**config.mk**
```make
export PLATFORM = sky130hd
export DESIGN_NAME = lz4_pixel_packer
export DESIGN_NICKNAME = d
export VERILOG_FILES = /design/src/rtl/lz4_pixel_packer.sv
export SDC_FILE = /design/constraint.sdc
export NUM_CORES = 1
export LEC_CHECK = 0
export CAP_MARGIN = 20
export CORE_MARGIN = 4
export CORE_UTILIZATION = 65
export DETAILED_ROUTE_END_ITERATION = 6
export HOLD_SLACK_MARGIN = 0.06
export PLACE_DENSITY = 0.86
export SYNTH_ARGS = -nofsm -noshare
export SYNTH_HDL_FRONTEND = slang
export SYNTH_SLANG_ARGS = --single-unit
```
**constraint.sdc**
```tcl
create_clock -name clk -period 10.3 [get_ports clk]
set_input_delay 1.03 -clock clk [delete_from_list [all_inputs] [get_ports clk]]
set_output_delay 1.03 -clock clk [all_outputs]
set_load 0.01 [all_outputs]
```
**src/rtl/lz4_pixel_packer.sv**
```systemverilog
// lz4_pixel_packer: assembles RGB888/RGB565 pixels from the LZ4 byte stream into a FIFO and
// throttles the decoder through run, reporting frame completion and error.
module lz4_pixel_packer #(
   parameter int DEPTH = 16
) (
   input  logic        clk,
   input  logic        reset,
   input  logic        start,
   input  logic [31:0] frame_pixels,
   input  logic        rgb565,
   input  logic [7:0]  uncompressed_byte,
   input  logic        data_valid,
   input  logic        lz4_done,
   input  logic        lz4_error,
   output logic        run,
   output logic [23:0] pixel,
   output logic        pixel_valid,
   input  logic        pixel_ready,
   output logic [31:0] pixel_count,
   output logic        frame_done,
   output logic        frame_error
);
   localparam int AW = $clog2(DEPTH);
   localparam logic [AW:0] RUN_LIM = (AW+1)'(DEPTH - 2);

   typedef enum logic [1:0] {S_Idle, S_Fill, S_Drain, S_Done} state_t;

   state_t      r_state, w_next;
   logic        r_565, r_err, r_run;
   logic [31:0] r_np, r_count;
   logic [1:0]  r_phase;
   logic [7:0]  r_b0, r_b1;
   logic [23:0] r_mem [DEPTH];
   logic [AW:0] r_wp, r_rp;

   logic [AW:0] w_occ;
   logic        w_empty, w_last, w_push, w_pop, w_arm, w_err_set;
   logic [15:0] w_word;
   logic [23:0] w_px;
   logic [31:0] w_np, w_cnt;

   assign w_occ   = r_wp - r_rp;
   assign w_empty = (w_occ == '0);
   assign w_last  = data_valid && (r_phase == (r_565 ? 2'd1 : 2'd2));
   assign w_push  = (r_state == S_Fill) && w_last;
   assign w_pop   = !w_empty && pixel_ready;
   assign w_word  = {uncompressed_byte, r_b0};
   assign w_px    = r_565 ? {w_word[15:11], w_word[15:13], w_word[10:5], w_word[10:9],
                             w_word[4:0], w_word[4:2]}
                          : {r_b0, r_b1, uncompressed_byte};
   assign w_arm   = start && (r_state == S_Idle || r_state == S_Done);
   assign w_np    = w_arm ? frame_pixels : r_np;
   assign w_cnt   = w_arm ? '0 : r_count + 32'(w_push);
   assign w_err_set = (r_state != S_Idle && lz4_done && lz4_error)
                   || (r_state == S_Fill && lz4_done && w_cnt != r_np)
                   || (r_state == S_Drain && data_valid);

   always_comb begin
      w_next = r_state;
      if (w_arm)
         w_next = S_Fill;
      else if (r_state == S_Fill && (w_cnt == r_np || lz4_done))
         w_next = S_Drain;
      else if (r_state == S_Drain && w_empty)
         w_next = S_Done;
   end

   // run looks at the next state so it rises one cycle after start and drops with the last pixel
   always_ff @(posedge clk) begin
      if (reset) begin
         r_state <= S_Idle;
         r_run   <= 1'b0;
         r_565   <= 1'b0;
         r_err   <= 1'b0;
         r_np    <= '0;
         r_count <= '0;
         r_phase <= '0;
         r_b0    <= '0;
         r_b1    <= '0;
         r_wp    <= '0;
         r_rp    <= '0;
      end else begin
         r_state <= w_next;
         r_run   <= (w_next == S_Fill) && (w_occ < RUN_LIM) && (w_cnt < w_np);
         r_np    <= w_np;
         r_count <= w_cnt;
         if (w_arm) begin
            r_565   <= rgb565;
            r_phase <= '0;
            r_err   <= 1'b0;
         end else begin
            if (w_err_set)
               r_err <= 1'b1;
            if (r_state == S_Fill && data_valid) begin
               r_phase <= w_last ? 2'd0 : r_phase + 2'd1;
               if (r_phase == 2'd0)
                  r_b0 <= uncompressed_byte;
               if (r_phase == 2'd1)
                  r_b1 <= uncompressed_byte;
            end
            if (w_next == S_Drain)
               r_phase <= '0;
         end
         if (w_push)
            r_wp <= r_wp + 1'b1;
         if (w_pop)
            r_rp <= r_rp + 1'b1;
      end
   end

   always_ff @(posedge clk) begin
      if (w_push && !reset)
         r_mem[r_wp[AW-1:0]] <= w_px;
   end

   assign run         = r_run;
   assign pixel       = w_empty ? '0 : r_mem[r_rp[AW-1:0]];
   assign pixel_valid = !w_empty;
   assign pixel_count = r_count;
   assign frame_done  = (r_state == S_Done);
   assign frame_error = frame_done && r_err;
endmodule

```
==> results.yml, run 1 <==
power_and_ir_drop:
  power_switching_uw: 1303
  clkPwrFrac_pct: 33.4
  power_density_nw_per_um2: 202.4
  p_leak_uw: 0.008016
  fin_total_pwr_uw: 4872
  ir_worst_vdd_mv: 0.1600
  p_comb_share_pct: 21.1
  switching_share_pct: 26.75
  power.internal_uw: 3569
  power_frac_seq_pct: 45.6
floorplan:
  core_um2: 31640
  die_y_um: 187.5
  start_util_pct: 66.16
  rows: 65
  dieWidth_um: 187.5
  fp.dieArea_um2: 35140
  ios: 108
final_layout:
  mostFrequentLayoutCells: "edfxtp_1 (384), mux4_2 (120), nor2_1 (109)"
  drive_gt1_share_pct: 17.93
  final_common_cell: "edfxtp_1"
  n_antenna_cell: 0
  area_growth_pct: 14.99
  final_nets: 1588
  num-fill-cells: 1665
routing:
  drtPass1Iterations: 7
  vias: 13120
  drt-initial-drc-count: 2133
  highest_layer: "met4"
  wl_met1_um: 19970
  avgRoutedWirePerCell_um: 27.71
  wirelength_um: 53480
  drc_errors: 0
  wl_met2_um: 26440
  ant_nets: 0
  routed_via_density: 6.800
  route.met3.wl_um: 4748
synth:
  synth_edf_count: 384
  synth_area_per_cell_um2: 15.39
  synth_nets: 1457
  netlist_instances: 1360
  netlist_area_um2: 20930
  ys_top_cells_by_area: "edfxtp_1 (55%), mux4_2 (13%), dfxtp_1 (9.7%), ha_1 (2.9%), nor2_1 (2.2%)"
  synth_ff_type: "edfxtp_1"
  yosysSeqAreaShare_pct: 64.75
  async_flop_share_pct: 0
  yosys_warnings: 0
  synth_top_area_share_pct: 55.09
  ys_ff_latch: 485
  yosys.area.top_type: "edfxtp_1"
  synth_cell_type_count: 72
critical_path:
  critPathLaunchType: "input pin"
  critPathKind: "input pin to flip-flop"
  cp_data_arrival_time_ns: 7.01
  path_max_fanout: 17
  path_cells: "clkdlybuf4s50_1, nand2_1, nor2_1, ha_1, ha_1, nand4_2, or4_1, nor4_2, mux2i_1, ha_1, a21o_1, a211o_1, a211o_1, a211o_1, nor3_1, o211ai_1, or4_1, o22ai_1"
  endpoint_kind: "flip-flop"
  crit_required_ns: 10.79
  crit_path_top_delay_cell: "or4_1"
  critPathMaxStageDelay_ns: 0.93
cts:
  cts-resized-gates: 0
  cts_buffer_depth: 3
  numCtsBuffers: 46
  clock_sinks: 485
  cts_tree: "yes"
  cts_max_level: 2
  postCtsSetupRepairBufs: 0
  clkLatencyLatePin_ns: 0.57
  cts-root-buf: "clkbuf_16"
  cts-hold-fix-buffers: 0
  path_clk_slew_ns: 0.07
timing:
  max_slew_margin_pct: 35.08
  finalMaxSlewViolations: 0
  max_freq_mhz: 153.3
  fin_crit_sh_pct: 63.34
  setup_viol: 0
  rsz0062_at_grt: "no"
  finalSetupTns_ns: 0
  worst_pin_slew_ns: 0.9738
  finalHoldViolCount: 0
  period_needed_ns: 6.524
  clock_skew_ns: 0.02942
  whs_ns: 0.4836
global_route:
  antenna_found_initial: 0
  gr-total-overflow: 0
  grt_usage_pct: 30.38
  grt_pass1_vias: 13220
  grt_pass1_wl_um: 81350
  grt_max_degree: 79
run_status:
  outcome: "finished clean"
run:
  max-cap-violations: 0
placement:
  io_buffer_count: 107
  gp_congestion: 0.9526
  hpwl_um: 31010
hold_path:
  holdCritPathClass: "flip-flop to flip-flop"
==> registers in the layout, indices dropped and copies added, names as in the netlist, 5 cells and up, named ones only <==
register and count:
r_b0 8, r_wp 5, pixel_count 32, r_mem 384, r_b1 8, r_np 32, r_rp 5
==> worst max-delay path: cells and delay by family <==
family                   cells  cell delay, ns
AND/OR/NAND/NOR              7            2.89
AO/OA/AOI/OAI                6            1.29
adder cells (fa/ha/maj)      3            0.92
multiplexers                 1            0.37
buffers and inverters        1            0.52
==> layout make-up <==
type	instances	area, µm²	area share, %
Clock buffer	60	1225	5.089
Clock inverter	25	197.7	0.8213
Inverter	43	161.4	0.6706
Multi-Input combinational cell	762	6989	29.04
Sequential cell	485	13560	56.34
Tap cell	402	503.0	2.090
Timing Repair Buffer	153	1431	5.947
==> cells by family after synthesis <==
logic type	synth area share, %
simple gates	8.560
mux	15.09
xor+xnor	1.883
buf+inv	2.158
compound gates	4.597
fa+ha+maj	2.965
flops	64.75
==> stage by stage <==
stage               cells  cell area (µm²)  worst slack, ns  utilization (%)
floorplan            1360            20930            4.956                -
global placement     1841            22600            3.626            71.43
detailed placement   1843            22620            3.477            71.50
CTS                  1928            24040            3.909            75.99
global route         1930            24070            3.545            76.08
finish               1930            24070            3.776            76.08
==> routing by layer <==
layer | global-route usage [%] | vias up
met5 | 0 | -
met4 | 11.04 | 0
met3 | 4.927 | 189
met2 | 50.03 | 854
li1 | - | 5535
met1 | 41.95 | 6546
==> synthesized netlist by cell type, drive strengths merged, types with 6 or more instances <==
cell    instances
nand4          21
or4             8
inv            43
nand3          33
nor4            9
nand2          66
dfxtp         101
o21ai          31
or3             6
mux2i          35
edfxtp        384
clkbuf         53
nor2b          30
xor2           16
mux4          120
nor3           31
a21o           14
and2           10
ha             48
a21oi          39
buf            17
nand2b          6
mux2            9
xnor2          29
nor2          121
==> power groups by stage <==
stage | registers [µW] | clock network [µW] | logic (µW)
floorplan | 2220 | 0 | 657
global placement | 2270 | 0 | 953
detailed placement | 2280 | 0 | 978
CTS | 2240 | 1630 | 1010
global route | 2230 | 1730 | 1090
finish | 2220 | 1630 | 1030
==> path summary, 6_finish.rpt <==
check                  start  endpoint  slack [ns]  depth (start not counted)
setup / recovery  data_valid       run        3.78                         18
hold / removal       r_b1[4]   r_b1[4]        0.48                          2
setup reg to reg       r_565       run        3.96                         19
hold reg to reg      r_b1[4]   r_b1[4]        0.48                          2
(Power assumes the default switching activity.)
==> inputs of run 2 (changes only) <==
Settings changed: CORE_UTILIZATION 65 to 54, PLACE_DENSITY 0.86 to 0.77.
Clock period 10.3 ns to 5.3 ns, I/O delays scaled along.
==> run 2 against run 1 <==
Utilization down 11 points. Sequential cell count unchanged. Largest power group unchanged. First-iteration DRC count down 34%. Critical path depth up 2.
==> results.yml, run 2 (synthesis results as in run 1) <==
timing:
  period_needed_ns: 4.992
  finalHoldViolCount: 0
  clock_skew_ns: 0.02265
  rsz0062_at_grt: "no"
  fin_crit_sh_pct: 94.19
  max_slew_margin_pct: 28.45
  max_freq_mhz: 200.3
  setup_viol: 0
  finalMaxSlewViolations: 0
  worst_pin_slew_ns: 1.067
  finalSetupTns_ns: 0
cts:
  cts_buffer_depth: 3
  cts-hold-fix-buffers: 0
  cts-root-buf: "clkbuf_16"
  path_clk_slew_ns: 0.06
  postCtsSetupRepairBufs: 0
  cts_max_level: 2
  clock_sinks: 485
  numCtsBuffers: 50
  cts-resized-gates: 0
  cts_tree: "yes"
  clkLatencyLatePin_ns: 0.60
final_layout:
  largest_register_ffs: 384
  mostFrequentLayoutCells: "edfxtp_1 (384), mux4_2 (120), nor2_1 (109)"
  final_nets: 1614
  final_common_cell: "edfxtp_1"
  postLayoutCoreUtil_pct: 65.10
  n_antenna_cell: 0
  final_cells: 2070
  drive_gt1_share_pct: 20.08
  finalInstanceArea_um2: 24690
  num-fill-cells: 2640
  area_growth_pct: 17.97
placement:
  hpwl_um: 31530
  io_buffer_count: 107
  dp.cells: 1975
  place_area_um2: 22980
  gp_congestion: 0.9049
global_route:
  grt_pass1_wl_um: 77440
  gr-total-overflow: 0
  grt_max_degree: 62
  use_met3_pct: 4.781
  grt_usage_pct: 24.43
  antenna_found_initial: 0
  gr-usage-met1_pct: 33.30
  grt_pass1_vias: 12750
  grt.busiest_layer: "met2"
  grtUsageMet2_pct: 41.41
routing:
  drc_errors: 0
  routed_via_density: 6.107
  vias: 12640
  drt-initial-drc-count: 1402
  drtPass1Iterations: 5
  avgRoutedWirePerCell_um: 24.50
  ant_nets: 0
  wirelength_um: 50710
critical_path:
  crit_family: "simple AND/OR/NAND/NOR gates"
  cp_data_arrival_time_ns: 5.51
  crit_required_ns: 5.82
  crit_path_top_delay_cell: "or4_4"
  path_cells: "inv_1, ha_2, nand2_1, nor2_1, ha_1, ha_1, nand4_2, or4_4, buf_4, or4b_1, a21oi_1, ha_1, nand2_1, nor3_1, a211o_1, a211o_1, nor3_2, o211ai_1, or4_1, o22ai_1"
  endpoint_kind: "flip-flop"
  critPathKind: "flip-flop to flip-flop"
  critPathLaunchType: "flip-flop"
  path_max_fanout: 8
  critPathMaxStageDelay_ns: 0.60
  path_buf_inv: 2
  path_common_cell: "ha_1"
run_status:
  outcome: "finished clean"
floorplan:
  ios: 108
  dieWidth_um: 204.9
  die_y_um: 204.9
  rows: 71
  core_um2: 37930
  start_util_pct: 55.18
  fp.dieArea_um2: 41980
power_and_ir_drop:
  fin_total_pwr_uw: 9828
  ir_worst_vdd_mv: 0.2245
  power_density_nw_per_um2: 398.0
  p_leak_uw: 0.008255
hold_path:
  holdCritPathClass: "input pin to flip-flop"
run:
  max-cap-violations: 0
-- run 2: changes by cell type in the layout (fill, tap and decap cells not counted), sizes merged --
cell | previous run | this run
buf | 47 | 69
bufinv | 2 | 4
clkbuf | 60 | 71
clkinv | 19 | 13
clkinvlp | 1 | 3
-- run 2: routing by layer --
layer | share of wire [%] | vias up
li1 | - | 5576
met1 | 40 | 6355
met2 | 51 | 620
met3 | 7.8 | 91
met4 | 2.0 | 0
met5 | 0 | -
-- run 2: through the flow --
step | worst slack (ns) | hold slack [ns]
2_1_floorplan | 0.3230 | 0.4338
3_3_place_gp | -0.05530 | 0.4422
3_5_place_dp | -0.1365 | 0.4486
4_1_cts | 0.1654 | 0.3460
5_1_grt | 0.03368 | 0.3767
6_report | 0.3082 | 0.3640
-- run 2: final timing paths --
path / start / end / slack, ns / cells after the start
worst min-delay path: reset / r_wp[0] / 0.36 / 2
worst min register to register: r_b1[4] / r_b1[4] / 0.46 / 2
worst max register to register: r_state[1] / run / 0.31 / 20
worst max-delay path: r_state[1] / run / 0.31 / 20
-- run 2: final cells by class --
class / instances / area, µm² / area share (%)
clock buffers: 71 / 1391 / 5.635
repair buffers: 175 / 1639 / 6.638
clock inverters: 23 / 270.3 / 1.095
flip-flops and latches: 485 / 13560 / 54.92
well taps: 511 / 639.4 / 2.589
multi-input cells: 762 / 7029 / 28.47
inverters: 43 / 161.4 / 0.6537
-- run 2: worst reg2reg max path, stage by stage, from the launching register on --
cell	delay (ns)
dfxtp_1	0.35
inv_1	0.12
ha_2	0.23
nand2_1	0.08
nor2_1	0.14
ha_1	0.21
ha_1	0.24
nand4_2	0.14
or4_4	0.60
buf_4	0.20
or4b_1	0.53
a21oi_1	0.25
ha_1	0.30
nand2_1	0.10
nor3_1	0.06
a211o_1	0.25
a211o_1	0.23
nor3_2	0.21
o211ai_1	0.14
or4_1	0.42
o22ai_1	0.13
-- run 2: power by group --
group | total (µW) | internal, µW | leakage (µW) | switching [µW]
logic | 1990 | 1020 | 0.00318 | 962
registers | 4330 | 4200 | 0.00428 | 130
clock network | 3520 | 2040 | 0.000797 | 1470
total | 9830 | 7260 | 0.00826 | 2560
==> inputs of run 3 (changes only) <==
Settings changed: ABC_AREA set to 1, CORE_UTILIZATION 54 to 60, PLACE_DENSITY 0.77 to 0.81.
Clock period 5.3 ns to 4.8 ns, I/O delays scaled along.
==> run 3 against run 2 <==
Via count is 30% higher. Count of clock-buffer cells in the layout decreased by 8. Critical path type is now flip-flop to primary output. Synthesized cell count up 52%. Sequential share of layout area down 0.15 points. First-iteration DRC count rose by 43%. Wire length rose by 12%. Highest routed layer is now met5. Global-route usage increased by 4.4 points.
==> results.yml, run 3 <==
run_status:
  outcome: "finished clean"
synth:
  ys_top_cells_by_area: "edfxtp_1 (54%), dfxtp_1 (9.4%), nand2_1 (8.7%), a21oi_1 (3.8%), nor2_1 (2.9%)"
  yosys_warnings: 0
  yosys.area.top_type: "edfxtp_1"
  synth_nets: 2167
  netlist_area_um2: 21410
  synth_area_per_cell_um2: 10.34
  muxShareOfSynthArea_pct: 0.6662
  synth_edf_count: 384
  async_flop_share_pct: 0
  synth_top_area_share_pct: 53.85
  synth.most_common_cell: "nand2_1"
  synth_top_family_by_area: "simple AND/OR/NAND/NOR gates"
  yosys.area_share.simple_pct: 16.53
  synth-adder-area-share_pct: 2.898
  ys_ff_latch: 485
  synthXorXnorAreaFrac_pct: 0.2045
  yosysSeqAreaShare_pct: 63.30
  synth_ff_type: "edfxtp_1"
  netlist_instances: 2070
  synth_compound_area_share_pct: 11.51
  synth_cell_type_count: 50
  synth_common_cells: "nand2_1 (495), edfxtp_1 (384), a21oi_1 (164), nor2_1 (164), inv_1 (162)"
global_route:
  grt_pass1_wl_um: 88060
  grt_max_degree: 146
  grt_pass1_vias: 16140
  grt_usage_pct: 28.78
  antenna_found_initial: 2
  gr-total-overflow: 0
  grt.busiest_layer: "met2"
  gr-usage-met1_pct: 39.13
  use_met3_pct: 5.436
  grtUsageMet2_pct: 47.20
final_layout:
  final_cells: 2674
  n_antenna_cell: 0
  postLayoutCoreUtil_pct: 70.97
  largest_register_ffs: 384
  final_common_cell: "nand2_1"
  final_nets: 2281
  mostFrequentLayoutCells: "nand2_1 (494), edfxtp_1 (384), a21oi_1 (164)"
  drive_gt1_share_pct: 8.878
  area_growth_pct: 15.63
timing:
  max_freq_mhz: 218.8
  finalMaxSlewViolations: 0
  max_slew_margin_pct: 30.92
  whs_ns: 0.4517
  finalHoldViolCount: 0
  fin_crit_sh_pct: 95.24
  worst_pin_slew_ns: 1.036
  clock_skew_ns: 0.02008
  period_needed_ns: 4.571
  setup_viol: 0
  rsz0062_at_grt: "no"
  finalSetupTns_ns: 0
cts:
  cts-hold-fix-buffers: 0
  clkLatencyLatePin_ns: 0.56
  numCtsBuffers: 47
  cts-root-buf: "clkbuf_16"
  cts_buffer_depth: 3
  cts_tree: "yes"
  cts-resized-gates: 0
  clock_sinks: 485
  cts_max_level: 2
  path_clk_slew_ns: 0.06
  postCtsSetupRepairBufs: 0
routing:
  ant_nets: 0
  routed_via_density: 6.161
  wirelength_um: 56890
  drc_errors: 0
  drt-initial-drc-count: 2009
  avgRoutedWirePerCell_um: 21.28
  drtPass1Iterations: 6
  vias: 16470
power_and_ir_drop:
  power_density_nw_per_um2: 384.7
  ir_worst_vdd_mv: 0.2525
  p_leak_uw: 0.009398
placement:
  dp.cells: 2586
  io_buffer_count: 107
  hpwl_um: 34750
  gp_congestion: 0.9354
critical_path:
  worstReg2RegEnd: "run"
  path_max_fanout: 14
  crit_required_ns: 4.32
  r2r_start: "r_state[1]"
  critPathLaunchType: "flip-flop"
  r2r_setup_slack_ns: 0.85
  endpoint_kind: "primary output"
  cp_data_arrival_time_ns: 4.09
  critPathKind: "flip-flop to primary output"
  worstRegToRegCells: 25
floorplan:
  fp.dieArea_um2: 38770
  core_um2: 34880
  start_util_pct: 61.38
  ios: 108
  die_y_um: 196.9
  dieWidth_um: 196.9
  rows: 68
run:
  max-cap-violations: 0
hold_path:
  holdPathEnd: "r_b1[6]"
  holdPathStages: 2
  holdCritPathClass: "flip-flop to flip-flop"
  worstHoldStart: "r_b1[6]"
[run 3: worst max path at each step]
stage               startpoint   endpoint  depth (start not counted)
floorplan           r_state[1]        run                         25
global placement    data_valid        run                         24
detailed placement  data_valid        run                         24
CTS                    r_wp[0]  pixel[19]                         15
global route           r_wp[0]  pixel[19]                         15
finish                 r_wp[0]  pixel[19]                         15
[run 3: layer usage]
layer,vias to the layer above,share of wire (%),wire [µm]
met4,4,3.5,1984
met3,167,11,6414
met1,7804,38,21510
met2,998,47,26960
li1,7501,-,-
met5,-,0.039,22
[run 3: logic make-up (layout without fill, tap and decap cells)]
logic type	count (synthesis)	after routing
AND/OR/NAND/NOR	840	840
flip-flops	485	485
AO/OA/AOI/OAI	406	406
buffers and inverters	271	420
adder cells (fa/ha/maj)	49	49
multiplexers	14	14
XOR/XNOR	5	5
[run 3: critical path, cell delays in order, from the launching register on]
cell and delay (ns):
dfxtp_1 0.34, inv_1 0.15, ha_1 0.16, inv_1 0.06, fa_1 0.41, a21oi_1 0.18, o21bai_1 0.10, xor2_1 0.27
nor2_1 0.09, nand2_1 0.06, buf_4 0.20, inv_1 0.24, buf_4 0.29, nor2_1 0.18, o31a_1 0.22, clkdlybuf4s50_1 0.58
[run 3: where the power goes]
group | switching [µW] | internal (µW) | total [µW]
Sequential | 27.5 | 4610 | 4640
Combinational | 814 | 454 | 1270
Clock | 1550 | 2060 | 3620
Total | 2390 | 7130 | 9530
[run 3: area by class of cell]
class / count / area, µm²
sequential: 485 / 13560
fill: 2421 / 10130
multi-input combinational: 1314 / 6859
timing repair buffer: 171 / 1647
clock buffer: 63 / 1297
inverter: 165 / 623.1
tap: 455 / 569.3
clock inverter: 21 / 202.7
[run 3: stage by stage]
step | power, µW | cell area (µm²) | setup slack (ns)
finish | 9525 | 24760 | 0.2287
global route | 9856 | 24760 | 0.1122
CTS | 9513 | 24730 | 0.2967
detailed placement | 5964 | 23230 | 0.5643
global placement | 5918 | 23230 | 0.7115
floorplan | 5503 | 21410 | 1.695
